### src/rtl/iq_mavg_pipe.sv
// Purpose : I/Q integrate-and-dump averager (N = 2**LOG2_N samples per block) with a bypass mode.
// Latency : one cycle from the accepting edge of the Nth sample (or of each sample in bypass) to out_valid.
// Backpr. : in_ready drops while a result is held (out_valid && !out_ready), on a mode change and in reset.
//
// Ports:
//   clk, reset           single rising-edge clock, synchronous active-high reset
//   mode                 0 = average, 1 = bypass
//   in_valid/in_ready    input handshake for x_i/x_q (signed, DW bits)
//   out_valid/out_ready  output handshake for y_out_i/y_out_q (signed, DW bits)
//   blk_cnt              samples accumulated in the current block (1 bit, always 0 when LOG2_N = 0)
//
// Build option: define IQ_MAVG_ROUND_EN to round the average half toward +inf
// instead of flooring. Bypass output is unaffected by it.

module iq_mavg_pipe #(
    parameter int DW     = 16,
    parameter int LOG2_N = 2
) (
    input  logic                                   clk,
    input  logic                                   reset,
    input  logic                                   mode,
    input  logic                                   in_valid,
    output logic                                   in_ready,
    input  logic signed [DW-1:0]                   x_i,
    input  logic signed [DW-1:0]                   x_q,
    output logic                                   out_valid,
    input  logic                                   out_ready,
    output logic signed [DW-1:0]                   y_out_i,
    output logic signed [DW-1:0]                   y_out_q,
    output logic [((LOG2_N > 0) ? LOG2_N : 1)-1:0] blk_cnt
);

    localparam int CW = (LOG2_N > 0) ? LOG2_N : 1;
    localparam int N  = 1 << LOG2_N;
    // Holds N full-scale samples plus the rounding offset without overflow.
    localparam int AW = DW + LOG2_N;

`ifdef IQ_MAVG_ROUND_EN
    localparam logic signed [AW-1:0] RND = AW'((1 << LOG2_N) >> 1);
`else
    localparam logic signed [AW-1:0] RND = AW'(0);
`endif

    logic signed [AW-1:0] acc_i;
    logic signed [AW-1:0] acc_q;
    logic signed [AW-1:0] sum_i;
    logic signed [AW-1:0] sum_q;
    logic [CW-1:0]        cnt;
    logic                 mode_r;
    logic                 mode_chg;
    logic                 accept;
    logic                 blk_last;

    assign mode_chg = (mode != mode_r);
    assign in_ready = !reset && !mode_chg && (!out_valid || out_ready);
    assign accept   = in_valid && in_ready;
    // With LOG2_N = 0 the compare is against 0 and cnt never leaves 0,
    // so every sample closes a block.
    assign blk_last = (cnt == CW'(N - 1));
    assign blk_cnt  = cnt;

    always_comb begin
        sum_i = acc_i + AW'(x_i) + RND;
        sum_q = acc_q + AW'(x_q) + RND;
    end

    always_ff @(posedge clk) begin
        if (reset) begin
            out_valid <= 1'b0;
            y_out_i   <= '0;
            y_out_q   <= '0;
            acc_i     <= '0;
            acc_q     <= '0;
            cnt       <= '0;
            mode_r    <= mode;
        end else begin
            mode_r <= mode;

            // A completed transfer empties the output register unless a new
            // result lands on the same edge (handled below, overriding this).
            if (out_valid && out_ready) begin
                out_valid <= 1'b0;
            end

            if (mode_chg) begin
                // Partial block is dropped; a pending output is left alone.
                acc_i <= '0;
                acc_q <= '0;
                cnt   <= '0;
            end else if (accept) begin
                if (mode_r) begin
                    y_out_i   <= x_i;
                    y_out_q   <= x_q;
                    out_valid <= 1'b1;
                end else if (blk_last) begin
                    // Arithmetic shift, then truncate: the average always fits DW.
                    y_out_i   <= DW'(sum_i >>> LOG2_N);
                    y_out_q   <= DW'(sum_q >>> LOG2_N);
                    out_valid <= 1'b1;
                    acc_i     <= '0;
                    acc_q     <= '0;
                    cnt       <= '0;
                end else begin
                    acc_i <= acc_i + AW'(x_i);
                    acc_q <= acc_q + AW'(x_q);
                    cnt   <= cnt + CW'(1);
                end
            end
        end
    end

endmodule

### config.mk
export PLATFORM = sky130hd
export DESIGN_NAME = iq_mavg_pipe
export DESIGN_NICKNAME = d
export VERILOG_FILES = /design/src/rtl/iq_mavg_pipe.sv
export SDC_FILE = /design/constraint.sdc
export NUM_CORES = 1
export LEC_CHECK = 0
export CORE_UTILIZATION = 45
export DETAILED_ROUTE_END_ITERATION = 16
export PLACE_DENSITY_LB_ADDON = 0.15
export SETUP_SLACK_MARGIN = 0.5
export SKIP_LAST_GASP = 1
export SLEW_MARGIN = 10
export SYNTH_ARGS = -nofsm -noshare
export SYNTH_HDL_FRONTEND = slang
export SYNTH_SLANG_ARGS = --single-unit
### constraint.sdc
create_clock -name clk -period 2.18 [get_ports clk]
set_input_delay 0.436 -clock clk [delete_from_list [all_inputs] [get_ports clk]]
set_output_delay 0.436 -clock clk [all_outputs]
set_load 0.1 [all_outputs]
==> impl_metrics.ini <==
[yosys]
seq_area_frac_synth_pct = 32.5
synth_area_per_cell_um2 = 8.24
synthArstFlopShare_pct = 0
ys_types = 56
synth_ff_type = dfxtp_1
syn_inst = 538
syn_nets = 612
yosys_warnings = 0
synth_seq_cells = 72
syn_area_mm2 = 0.00443
synth_edf_count = 0

[drt]
drc = 0
routedWlPerCell_um = 21.9
drt_iter0_drc = 346
antenna_left = 0
num_vias = 5566
dr.pass1.iters = 5
drt_wl_total_um = 19300
avgViaCountPerCell = 6.32

[cts]
numCtsBuffers = 9
cts.sinks = 72
clk_pin_slew_ps = 80
cts.path.max_buffers = 2
cts_tree = done
cts_root_buf = clkbuf_8
clock_latency_ps = 360
h-tree-depth = 3

[worst_setup_path]
endpoint_kind = register
r2r-end = y_out_i[12]
worstSetupPathType = reg -> reg
r2r_slack_ps = -50
worstPathArrival_ps = 2480
worstSetupStartpointType = register
r2r-start = acc_i[0]
reg2reg_depth = 10
cp_max_fo = 3
critPathRequiredTime_ps = 2430

[floorplanning]
fp.dieH_um = 101
io_pins = 73
fp.dieArea_mm2 = 0.0103
initial_core_util_pct = 47.3
fp.dieW_um = 101
design.core.area_mm2 = 0.00937
rows = 35

[power]
power.density_mw_per_mm2 = 455
finalPower_mw = 3.49
irDropWorstVdd_v = 0.000295
p_leak_nw = 3.21

[timing]
setup_slack_ps = -51.1
tightest_slew_ps = 571
setup_tns_ps = -184
period_share_pct = 102
drv_slew = 0
clock.fmax_mhz = 448
setup_violations = 11
final.min_clock_period_ps = 2230
rsz0062_at_grt = yes
slew_headroom_pct = 61.8
fin_skew_ps = 14.5
hold_violations = 0

[final_layout]
multiInputGateArea_mm2 = 0.00386
final_common_cell = buf_4
n_antenna_cell = 0
num-fill-cells = 559
final_util_pct = 81.8
regArea_mm2 = 0.00147
syn_to_final_growth_pct = 72.9
drive_gt1_share_pct = 47.6
layout_common_cells = buf_4, dfxtp_1, nand2_1, a21oi_1, buf_6
final_nets = 822

[run]
cap_violations = 0

[run_status]
status = finished, violations left
violations = negative setup slack

[worst_hold_path]
hold_depth = 1
min_to = mode_r
min-delay-start = mode
hp-class = in -> reg

[global_route]
grt_overflow = 0
grt_pass1_vias = 5283
grt_max_degree = 22
track_usage_pct = 32.8
antenna_found_initial = 0
grt_pass1_wl_um = 26100

[place]
port-buffer-count = 72
dp_hpwl_um = 10500
place.gp.congestion = 0.908
[worst max path at each step]
stage               startpoint           to
floorplan               x_q[0]  y_out_q[12]
CTS                   acc_q[0]  y_out_q[12]
global route          acc_q[7]    acc_q[14]
detailed placement      x_q[0]  y_out_q[12]
global placement        x_q[0]  y_out_q[12]
finish                acc_i[0]  y_out_i[12]
[layer usage]
metal,up-vias,GRT usage [%],routed length [µm]
met4,0,14.6,1160
met3,147,4.55,1490
li1,2399,-,-
met2,370,56.8,9340
met5,-,0,0
met1,2650,40.5,7270
[cells by family after synthesis]
family	after synthesis	share of synthesized area, %
AOI/OAI and AO/OA	193	28.5
xor gates and xnor gates	28	5.53
adders and majority gates	37	10.8
buffers and inverters	37	3.58
DFF	72	32.5
muxes	6	1.35
and+or+nand+nor	165	17.7
[synthesized netlist by cell type (all sizes together) (2+ instances only)]
cell type / n / area share [%]
a211o: 2 / 0.40
a211oi: 9 / 1.6
a21bo: 2 / 0.45
a21o: 17 / 2.9
a21oi: 50 / 5.6
a221oi: 2 / 0.40
a22o: 12 / 2.4
a22oi: 13 / 2.2
a311o: 2 / 0.45
a311oi: 7 / 1.4
a31oi: 12 / 1.7
a41oi: 2 / 0.40
and2: 2 / 0.28
and3: 5 / 0.71
buf: 7 / 1.0
clkbuf: 19 / 1.6
dfxtp: 72 / 33
fa: 2 / 0.90
ha: 35 / 9.9
inv: 11 / 0.93
mux2i: 6 / 1.4
nand2: 62 / 5.2
nand2b: 5 / 0.71
nand3: 12 / 1.4
nand4: 4 / 0.56
nand4b: 3 / 0.59
nor2: 39 / 3.5
nor2b: 11 / 1.6
nor3: 8 / 1.0
nor4: 2 / 0.42
o2111ai: 2 / 0.40
o211ai: 7 / 1.2
o21a: 8 / 1.4
o21ai: 40 / 4.5
or2: 4 / 0.56
or3: 5 / 0.71
xnor2: 12 / 2.4
xor2: 16 / 3.2
[report_power, final]
group          internal (mW)  switching (mW)  leakage (nW)
logic                  0.420           0.590          2.52
clock network          0.550           0.559        0.0989
registers               1.34          0.0267         0.590
total                   2.31            1.18          3.21
[worst max-delay path, stage by stage (launching register included)]
cell and delay, ps:
dfxtp_2 360, ha_4 140, inv_2 30, fa_2 330, nor2b_1 150, o21a_1 200
o21ai_2 130, o211ai_1 230, a41oi_2 140, xnor2_1 160, a211o_1 250
[through the flow]
stage	cell area, µm²	cells	setup WS, ps	hold slack (ps)
4_1_cts	7200	863	24.1	327
3_5_place_dp	6470	824	-681	451
3_3_place_gp	6470	824	-618	443
6_report	7660	881	-51.1	345
2_1_floorplan	4970	538	67.3	430
5_1_grt	7660	881	-251	335
[timing repair]
| item | in CTS | in global routing |
|---|---|---|
| pin swaps | 75 | 58 |
| endpoints found under the hold margin | 0 | 0 |
| setup endpoints to repair | 72 | 72 |
| buffers inserted | 18 | 16 |
| gates cloned | 6 | 2 |
| resized for setup | 125 | 65 |
| hold buffers | 0 | 0 |
[final cells by class]
cell class              instances  share of cell area (%)
multi-input cells             433                    50.4
repair buffers                221                    25.4
flip-flops and latches         72                    19.2
well taps                     129                    2.11
clock buffers                  11                    1.84
clock inverters                 4                   0.588
inverters                      11                   0.539
[flip-flops by register name, summed over array words and instances (netlist names)]
register and cells:
mode_r 1, acc_q 18, out_valid 1, y_out_q 16
blk_cnt 2, acc_i 18, y_out_i 16
(Power assumes the default switching activity.)
